<file path="src/rtl/vga_timing_pattern.sv">
// vga_timing_pattern
// Free-running VGA raster generator with a selectable 24-bit test pattern.
// Horizontal/vertical counters define the raster position. Every output is
// registered from the counter state of the previous cycle, so the outputs
// lag the counters by exactly one cycle and stay aligned with each other.
// The pattern select is latched once per frame at raster origin (0,0), so a
// frame never mixes two patterns.

module vga_timing_pattern #(
  parameter int   H_SYNC      = 96,
  parameter int   H_BACK      = 48,
  parameter int   H_VALID     = 640,
  parameter int   H_FRONT     = 16,
  parameter int   V_SYNC      = 2,
  parameter int   V_BACK      = 33,
  parameter int   V_VALID     = 480,
  parameter int   V_FRONT     = 10,
  parameter logic SYNC_ACTIVE = 1'b1
) (
  input  logic        vga_clk,
  input  logic        sys_rst_n,
  input  logic [1:0]  mode,
  output logic        hsync,
  output logic        vsync,
  output logic        de,
  output logic [23:0] rgb,
  output logic [11:0] pix_x,
  output logic [11:0] pix_y,
  output logic        frame_start
);

  // ---------------------------------------------------------------------
  // Raster geometry
  // ---------------------------------------------------------------------
  localparam int H_TOTAL = H_SYNC + H_BACK + H_VALID + H_FRONT;
  localparam int V_TOTAL = V_SYNC + V_BACK + V_VALID + V_FRONT;
  localparam int BAR_W   = H_VALID / 8;

  localparam logic [11:0] H_LAST      = 12'(H_TOTAL - 1);
  localparam logic [11:0] V_LAST      = 12'(V_TOTAL - 1);
  localparam logic [11:0] H_SYNC_END  = 12'(H_SYNC);
  localparam logic [11:0] V_SYNC_END  = 12'(V_SYNC);
  localparam logic [11:0] H_ACT_START = 12'(H_SYNC + H_BACK);
  localparam logic [11:0] H_ACT_END   = 12'(H_SYNC + H_BACK + H_VALID);
  localparam logic [11:0] V_ACT_START = 12'(V_SYNC + V_BACK);
  localparam logic [11:0] V_ACT_END   = 12'(V_SYNC + V_BACK + V_VALID);

  localparam logic [1:0] MODE_COLORBAR = 2'b00;
  localparam logic [1:0] MODE_RAMP     = 2'b01;
  localparam logic [1:0] MODE_CHECKER  = 2'b10;
  localparam logic [1:0] MODE_WHITE    = 2'b11;

  localparam logic [23:0] WHITE = 24'hFFFFFF;
  localparam logic [23:0] BLACK = 24'h000000;

  // ---------------------------------------------------------------------
  // State
  // ---------------------------------------------------------------------
  logic [11:0] cnt_h_reg, cnt_h_next;
  logic [11:0] cnt_v_reg, cnt_v_next;
  logic [1:0]  mode_q_reg, mode_q_next;

  logic        hsync_reg, hsync_next;
  logic        vsync_reg, vsync_next;
  logic        de_reg, de_next;
  logic [23:0] rgb_reg, rgb_next;
  logic [11:0] pix_x_reg, pix_x_next;
  logic [11:0] pix_y_reg, pix_y_next;
  logic        frame_start_reg, frame_start_next;

  // ---------------------------------------------------------------------
  // Decode of the current raster position
  // ---------------------------------------------------------------------
  logic        frame_origin;
  logic        h_sync_zone, v_sync_zone;
  logic        h_active, v_active, active;
  logic [11:0] act_x, act_y;

  // Horizontal counter wraps every line; vertical advances only on that wrap.
  always_comb begin
    cnt_h_next = cnt_h_reg + 12'd1;
    cnt_v_next = cnt_v_reg;
    if (cnt_h_reg == H_LAST) begin
      cnt_h_next = 12'd0;
      if (cnt_v_reg == V_LAST) begin
        cnt_v_next = 12'd0;
      end else begin
        cnt_v_next = cnt_v_reg + 12'd1;
      end
    end
  end

  // Region decode: sync, active window and in-window coordinates.
  always_comb begin
    frame_origin = (cnt_h_reg == 12'd0) && (cnt_v_reg == 12'd0);
    h_sync_zone  = (cnt_h_reg < H_SYNC_END);
    v_sync_zone  = (cnt_v_reg < V_SYNC_END);
    h_active     = (cnt_h_reg >= H_ACT_START) && (cnt_h_reg < H_ACT_END);
    v_active     = (cnt_v_reg >= V_ACT_START) && (cnt_v_reg < V_ACT_END);
    active       = h_active && v_active;
    act_x        = 12'd0;
    act_y        = 12'd0;
    if (active) begin
      act_x = cnt_h_reg - H_ACT_START;
      act_y = cnt_v_reg - V_ACT_START;
    end
  end

  // Pattern select only moves at the frame origin so a frame is never mixed.
  always_comb begin
    mode_q_next = mode_q_reg;
    if (frame_origin) begin
      mode_q_next = mode;
    end
  end

  // ---------------------------------------------------------------------
  // Colorbar index: a thermometer of column thresholds avoids a divider.
  // Bar k starts at column k*BAR_W; anything past the 8th edge stays bar 7.
  // ---------------------------------------------------------------------
  logic [7:1] bar_ge;
  logic [2:0] bar_idx;
  logic [23:0] bar_color;

  generate
    for (genvar gi = 1; gi < 8; gi++) begin : g_bar_edge
      localparam logic [11:0] BAR_EDGE = 12'(gi * BAR_W);
      assign bar_ge[gi] = (act_x >= BAR_EDGE);
    end
  endgenerate

  // Highest crossed threshold selects the bar.
  always_comb begin
    bar_idx = 3'd0;
    for (int i = 1; i < 8; i++) begin
      if (bar_ge[i]) begin
        bar_idx = 3'(i);
      end
    end
  end

  // Standard eight-bar color sequence, brightest first.
  always_comb begin
    case (bar_idx)
      3'd0:    bar_color = 24'hFFFFFF;
      3'd1:    bar_color = 24'hFFFF00;
      3'd2:    bar_color = 24'h00FFFF;
      3'd3:    bar_color = 24'h00FF00;
      3'd4:    bar_color = 24'hFF00FF;
      3'd5:    bar_color = 24'hFF0000;
      3'd6:    bar_color = 24'h0000FF;
      default: bar_color = 24'h000000;
    endcase
  end

  // ---------------------------------------------------------------------
  // Other patterns
  // ---------------------------------------------------------------------
  logic [23:0] ramp_color;
  logic [23:0] checker_color;
  logic [23:0] pattern_color;

  // Grey ramp replicates the same byte on all three channels.
  generate
    for (genvar gi = 0; gi < 3; gi++) begin : g_ramp_chan
      assign ramp_color[gi*8 +: 8] = act_x[9:2];
    end
  endgenerate

  // 32x32 checkerboard from bit 5 of each coordinate.
  always_comb begin
    checker_color = (act_x[5] ^ act_y[5]) ? WHITE : BLACK;
  end

  // Pattern mux; blanking forces black outside the active window.
  always_comb begin
    case (mode_q_reg)
      MODE_COLORBAR: pattern_color = bar_color;
      MODE_RAMP:     pattern_color = ramp_color;
      MODE_CHECKER:  pattern_color = checker_color;
      MODE_WHITE:    pattern_color = WHITE;
      default:       pattern_color = BLACK;
    endcase
  end

  // Next values for the registered outputs, all from the same raster state.
  always_comb begin
    hsync_next       = h_sync_zone ? SYNC_ACTIVE : ~SYNC_ACTIVE;
    vsync_next       = v_sync_zone ? SYNC_ACTIVE : ~SYNC_ACTIVE;
    de_next          = active;
    rgb_next         = active ? pattern_color : BLACK;
    pix_x_next       = act_x;
    pix_y_next       = act_y;
    frame_start_next = (cnt_h_reg == H_ACT_START) && (cnt_v_reg == V_ACT_START);
  end

  // ---------------------------------------------------------------------
  // Registers
  // ---------------------------------------------------------------------
  // Raster counters and the per-frame pattern latch.
  always_ff @(posedge vga_clk or negedge sys_rst_n) begin
    if (!sys_rst_n) begin
      cnt_h_reg  <= 12'd0;
      cnt_v_reg  <= 12'd0;
      mode_q_reg <= MODE_COLORBAR;
    end else begin
      cnt_h_reg  <= cnt_h_next;
      cnt_v_reg  <= cnt_v_next;
      mode_q_reg <= mode_q_next;
    end
  end

  // Output stage: one cycle behind the counters, all outputs aligned.
  always_ff @(posedge vga_clk or negedge sys_rst_n) begin
    if (!sys_rst_n) begin
      hsync_reg       <= ~SYNC_ACTIVE;
      vsync_reg       <= ~SYNC_ACTIVE;
      de_reg          <= 1'b0;
      rgb_reg         <= BLACK;
      pix_x_reg       <= 12'd0;
      pix_y_reg       <= 12'd0;
      frame_start_reg <= 1'b0;
    end else begin
      hsync_reg       <= hsync_next;
      vsync_reg       <= vsync_next;
      de_reg          <= de_next;
      rgb_reg         <= rgb_next;
      pix_x_reg       <= pix_x_next;
      pix_y_reg       <= pix_y_next;
      frame_start_reg <= frame_start_next;
    end
  end

  assign hsync       = hsync_reg;
  assign vsync       = vsync_reg;
  assign de          = de_reg;
  assign rgb         = rgb_reg;
  assign pix_x       = pix_x_reg;
  assign pix_y       = pix_y_reg;
  assign frame_start = frame_start_reg;

endmodule

</file>
<file path="config.mk">
export PLATFORM = sky130hd
export DESIGN_NAME = vga_timing_pattern
export DESIGN_NICKNAME = d
export VERILOG_FILES = /design/src/rtl/vga_timing_pattern.sv
export SDC_FILE = /design/constraint.sdc
export NUM_CORES = 1
export LEC_CHECK = 0
export BUFFER_PORTS_ARGS = -buffer_cell sky130_fd_sc_hd__buf_2
export CAP_MARGIN = 0
export CORE_AREA = 2 2 102 104
export CTS_BUF_LIST = sky130_fd_sc_hd__clkbuf_4 sky130_fd_sc_hd__clkbuf_8 sky130_fd_sc_hd__clkbuf_16
export CTS_CLUSTER_SIZE = 14
export DETAILED_ROUTE_END_ITERATION = 6
export DIE_AREA = 0 0 104 106
export GPL_TIMING_DRIVEN = 0
export PLACE_DENSITY = 0.65
export RECOVER_POWER = 100
export SYNTH_ARGS = -nofsm -noshare
export SYNTH_HDL_FRONTEND = slang
export SYNTH_SLANG_ARGS = --single-unit
</file>
<file path="constraint.sdc">
create_clock -name vga_clk -period 2.9 [get_ports vga_clk]
set_input_delay 0.58 -clock vga_clk [delete_from_list [all_inputs] [get_ports vga_clk]]
set_output_delay 0.58 -clock vga_clk [all_outputs]
set_load 0.01 [all_outputs]
</file>
# Yosys cells after proc, flatten, opt, wreduce, memory -nomap -nowiden
# Cells that the tools add are included.
dict set report op_classes {
  n_eq_ne 13
  add_sub_neg 4
  n_lt_le_gt_ge 13
  bitwise_logic 1
  n_mux 17
  reduce_logical 9
}
# cell count
set op_table {}
lappend op_table {{24-bit case mux with 7 select lines} 1}
lappend op_table {{24-bit case mux with 4 select lines} 1}
lappend op_table {{12-bit two-way mux} 4}
lappend op_table {{24-bit two-way mux} 2}
lappend op_table {{12-bit by 8-bit >= comparator with 1-bit output (second input constant)} 3}
lappend op_table {{12-bit by 9-bit >= comparator with 1-bit output (second input constant)} 3}
lappend op_table {{12-bit by 1-bit adder with 12-bit output (second input constant)} 2}
lappend op_table {{12-bit by 10-bit equality test with 1-bit output (second input constant)} 2}
lappend op_table {{12-bit zero test} 2}
lappend op_table {{12-bit by 10-bit < comparator with 1-bit output (second input constant)} 2}
lappend op_table {{3-bit two-way mux} 6}
lappend op_table {{12-bit by 6-bit equality test with 1-bit output (second input constant)} 1}
lappend op_table {{12-bit by 8-bit equality test with 1-bit output (second input constant)} 1}
lappend op_table {{12-bit by 10-bit >= comparator with 1-bit output (second input constant)} 1}
lappend op_table {{12-bit by 6-bit >= comparator with 1-bit output (second input constant)} 1}
lappend op_table {{12-bit by 7-bit >= comparator with 1-bit output (second input constant)} 1}
lappend op_table {{12-bit by 2-bit < comparator with 1-bit output (second input constant)} 1}
lappend op_table {{12-bit by 7-bit < comparator with 1-bit output (second input constant)} 1}
lappend op_table {{12-bit by 6-bit subtractor with 12-bit output (second input constant)} 1}
lappend op_table {{12-bit by 8-bit subtractor with 12-bit output (second input constant)} 1}
lappend op_table {{3-bit equality test (second input constant)} 3}
lappend op_table {{3-bit by 2-bit equality test with 1-bit output (second input constant)} 2}
lappend op_table {{1-bit logical AND} 5}
lappend op_table {{2-bit equality test (second input constant)} 2}
lappend op_table {{other kinds (6)} 8}
dict set report totals {
  out_inout_bits 52
  regBits 78
  input_bits 4
}

# Depth between registers and ports, before layout
dict set report depth {
  depth_word 16
  ltp_mapped 11
}

# Least setup slack after synthesis
# No wires, ideal clock.
dict set report synth_timing {
  path_kind {reg2reg}
  startpoint {register cnt_h_reg[4]}
  endpoint {register rgb_reg[4] (netlist: rgb[4])}
  slack_ns 0.216
  t_required_ns 2.758
  arrival_time_ns 2.542
  n_path_buf 3
  path_stages_with_launch 11
  setup_time_ns 0.142
  synth_period_minus_slack_ns 2.684
  cell_sequence {dfrtp_1 buf_6 clkbuf_1 inv_1 ha_1 clkbuf_1 maj3_1 a2bb2oi_1 o211a_1 nor4b_1 nor4_1}
}
dict set report synth_via {
  elab_chain_cells 16
  elab_cells_between_ends 33
  cone_classes {add/sub: 1; order compare: 9; eq/ne: 6; mux: 13; bitwise: 1; reduce/logical: 3}
}
# element line_no
set synth_rtl {}
lappend synth_rtl {{start, declared} 59} ;# logic [11:0] cnt_h_reg, cnt_h_next;
lappend synth_rtl {{start signal, assigned} 207} ;# cnt_h_reg <= cnt_h_next;
lappend synth_rtl {{12-bit by 8-bit >= comparator with 1-bit output or 12-bit by 10-bit < comparator with 1-bit output (tied branches)} 98} ;# h_active = (cnt_h_reg >= H_ACT_START) && (cnt_h_reg < H_ACT_END);
lappend synth_rtl {{1-bit logical AND} 98}
lappend synth_rtl {{1-bit logical AND} 100} ;# active = h_active && v_active;
lappend synth_rtl {{12-bit two-way mux} 103} ;# if (active) begin
lappend synth_rtl {{12-bit by 7-bit >= comparator with 1-bit output} 128} ;# assign bar_ge[gi] = (act_x >= BAR_EDGE);
lappend synth_rtl {{1-bit two-way mux} 136} ;# if (bar_ge[i]) begin
lappend synth_rtl {{3-bit two-way mux (6 in a row)} 136}
lappend synth_rtl {{3-bit equality test (tied with other cells)} 144} ;# case (bar_idx)
lappend synth_rtl {{24-bit case mux with 7 select lines} 144}
lappend synth_rtl {{24-bit case mux with 4 select lines} 177} ;# case (mode_q_reg)
lappend synth_rtl {{24-bit two-way mux (*)} 191} ;# rgb_next = active ? pattern_color : BLACK;
lappend synth_rtl {{named net rgb_next[4]} 66} ;# logic [23:0] rgb_reg, rgb_next;
lappend synth_rtl {{end signal, assigned} 227} ;# rgb_reg <= rgb_next;
lappend synth_rtl {{end, declared} 66}
# The timed path passes the listed nets; every way through them passes the cells marked *.
# A chain may end at the register's enable or synchronous reset.

# Final worst setup path
dict set report layout_timing {
  startpoint {register cnt_v_reg[1]}
  endpoint {register rgb_reg[7] (netlist: rgb[7])}
}
dict set report layout_via {
  elab_chain_cells 16
  elab_cells_between_ends 33
  cone_classes {add/sub: 1; order compare: 9; eq/ne: 6; mux: 13; bitwise: 1; reduce/logical: 3}
}
# element line_no
set layout_rtl {}
lappend layout_rtl {{start, declared} 60} ;# logic [11:0] cnt_v_reg, cnt_v_next;
lappend layout_rtl {{start signal, assigned} 208} ;# cnt_v_reg <= cnt_v_next;
lappend layout_rtl {{12-bit by 6-bit >= comparator with 1-bit output or 12-bit by 10-bit < comparator with 1-bit output (tied branches)} 99} ;# v_active = (cnt_v_reg >= V_ACT_START) && (cnt_v_reg < V_ACT_END);
lappend layout_rtl {{1-bit logical AND} 99}
lappend layout_rtl {{1-bit logical AND} 100}
lappend layout_rtl {{12-bit two-way mux} 103}
lappend layout_rtl {{12-bit by 7-bit >= comparator with 1-bit output} 128}
lappend layout_rtl {{1-bit two-way mux} 136}
lappend layout_rtl {{3-bit two-way mux (6 in a row)} 136}
lappend layout_rtl {{3-bit equality test (tied with other cells)} 144}
lappend layout_rtl {{24-bit case mux with 7 select lines} 144}
lappend layout_rtl {{24-bit case mux with 4 select lines} 177}
lappend layout_rtl {{24-bit two-way mux (*)} 191}
lappend layout_rtl {{named net rgb_next[7]} 66}
# Marked as above.

==> run summary <==
period utilization -> 95.7%
placed cell areas -> 4370 um2
Rel. slew slack -> -0.355%
number of global-route vias before repair -> 2,965
Post-Layout Inst Area -> 4580 um2
Max Buffers Root-to-Sink -> 2
Pre-Repair DR Iteration Count -> 4
Reg-to-Reg End -> rgb[7]
RSZ-0062 raised after global routing -> no
initial antenna violation count -> 0
Yosys top cell by area -> dfrtp_1
CTS H-tree depth -> 3
clock sink total -> 78
post-synth cell types -> 70
Final HPWL DP -> 6580 um
CP required -> 3.12 ns
# DRC -> 0
Vias -> 3,005
Post-Syn Area per Cell -> 10.2 um2
CP Class -> register to register
ranking of synthesized cells by area -> dfrtp_1 (50%), nor2_1 (5.0%), xnor2_1 (3.6%), xor2_1 (2.5%), ha_1 (2.2%)
starting density of the core -> 38.9%
maximum fanout along the worst path -> 7
worst-path cell chain -> ha_1, or3_1, o221a_2, a2111o_1, nor4b_1, nor4_1
most common cell after layout, fill and taps aside -> dfrtp_1
Detail Route Antenna Nets -> 0
Die Span Y -> 106 um
core area -> 10000 um2
Setup crit end kind -> register
peak supply drop -> 0.285 mV
Min Hold Slack -> 0.450 ns
# IOs -> 56
NumNets Final -> 458
Hold Violations, Final -> 0
min setup slack post-route -> 0.126 ns
fin util -> 45.8%
achievable clock frequency -> 360 MHz
CTS tree -> done
commonest non-fill, non-tap cells in the layout -> dfrtp_1 (77), clkbuf_1 (61), nor2_1 (52)
Max-cap violations -> 1
cell count after synthesis -> 380
r2r startpoint -> cnt_v_reg[1]
post-synthesis sequential area ratio -> 50.1%
Synth Warn # -> 0
Critical Path Source Type -> register
number of flip-flops in the largest register -> 24
Worst R2R Path Depth -> 6
largest net degree at the start of global routing -> 51
Clock Latency Late Sink -> 0.36 ns
EDFF count, synth -> 0
Leakage -> 2.10 nW
post-synthesis async set-or-reset flop share -> 100%
status -> finished, violations left
Hold Crit Class -> input port to register
die width -> 104 um
clock root buffer -> clkbuf_8
cts bufs inserted -> 9
slowest stage delay, CP -> 0.54 ns
failing checks -> max-capacitance violations, max-slew violations
Synth Cell Area -> 3890 um2
Setup-failing EPs final -> 0
Routed WL -> 9160 um
hold buffer count at cts -> 0
clock-pin slew on the worst setup and hold paths -> 0.08 ns
n_diodes -> 0
first-pass GRT wire length -> 15,100 um
Critical Path End -> rgb[7]
WL/cell -> 15.6 um
Slew @ Worst Pin -> 1.51 ns
Worst Setup SP -> cnt_v_reg[1]
Power Total -> 2.04 mW
Final GP Congestion -> 0.855
FF-to-FF setup slack -> 0.13 ns
time the worst path needs with I/O delays and setup -> 2.77 ns
pwr dens -> 446 nW/um2
GR Overflow Total -> 0
pre-CTS setup slack -> -0.505 ns
P&R area growth vs syn -> 17.6%
Vias per Instance -> 5.11
max-slew violations -> 28
DR iter-0 viols -> 97
port bufs -> 55
crit path DAT -> 2.99 ns
die footprint -> 11,000 um2
post-synth top area share -> 50.1%
row cnt -> 37
Total Routing Usage GR -> 17.2%
share of layout cells above drive strength 1 -> 13.1%
CP max stage cell -> nor4b_1
most common flop cell mapped by yosys -> dfrtp_1
Mapped Nets -> 391
Worst Clk Skew -> 0.0112 ns
flops & latches, synth -> 78
==> metal layers <==
| layer | wire length, um | GRT usage [%] | up-vias |
|---|---|---|---|
| li1 | - | - | 1470 |
| met1 | 4170 | 21.6 | 1466 |
| met2 | 4580 | 29.7 | 61 |
| met3 | 319 | 3.31 | 8 |
| met4 | 87 | 5.79 | 0 |
| met5 | 0 | 0 | - |
==> Yosys cell counts (8+ instances only) <==
library cell	number
a211oi_1	8
nor2_1	52
inv_1	10
and2_1	10
clkbuf_1	11
dfrtp_1	78
buf_2	9
nand3_1	10
nand2_1	18
xnor2_1	16
o21ai_0	14
xor2_1	11
nor3_1	17
==> worst max-delay path: cells and delay by family, from the launching register on <==
kind | cells | cell delay [ns]
compound gates | 2 | 0.71
fa+ha+maj | 1 | 0.34
simple gates | 3 | 1.10
flops | 1 | 0.47
==> timing repair <==
action / CTS / global route
setup endpoints to repair: 41 / 44
resized for setup: 6 / 12
cloned: 0 / 0
endpoints found under the hold margin: 0 / 0
pin swaps: 1 / 2
buffers inserted: 0 / 1
==> cells by family (layout without fill, tap and decap cells) <==
kind of cell	Yosys count	after routing	synth area share [%]
AND/OR/NAND/NOR	160	160	22.2
flip-flops	78	78	50.1
AO/OA/AOI/OAI	66	66	13.1
buffers and inverters	36	108	4.24
XOR/XNOR	28	28	6.65
adder cells (fa/ha/maj)	8	8	2.51
multiplexers	3	3	1.06
other	1	1	0.0963
==> layout make-up <==
type / instances / area, um2
Clock inverter: 7 / 98.8
Buffer: 23 / 124
Fill cell: 1002 / 5420
Multi-Input combinational cell: 266 / 1820
Tap cell: 136 / 170
Inverter: 12 / 45.0
Clock buffer: 9 / 124
Sequential cell: 78 / 1950
Timing Repair Buffer: 57 / 244
==> where the power goes <==
group	switching (mW)	internal, mW	total, mW
sequential	0.00100	1.09	1.09
combinational	0.0354	0.0126	0.0480
clock	0.416	0.487	0.903
==> metrics by stage <==
step	setup TNS [ns]	instances
floorplan	0	380
global placement	-6.75	571
detailed placement	-5.48	572
CTS	0	587
global route	0	588
finish	0	588
==> how the worst min path moves through the flow <==
stage | slack [ns] | to | cells after the start | startpoint
5_1_grt | 0.45 | mode_q_reg[0] | 2 | mode[0]
6_report | 0.45 | mode_q_reg[1] | 2 | mode[1]
4_1_cts | 0.12 | rgb[1] | 1 | sys_rst_n
2_1_floorplan | 0.28 | cnt_h_reg[0] | 0 | sys_rst_n
3_3_place_gp | 0.47 | cnt_h_reg[0] | 1 | cnt_h_reg[0]
3_5_place_dp | 0.47 | cnt_h_reg[0] | 1 | cnt_h_reg[0]
No activity file was read; power rests on OpenSTA's default activity.
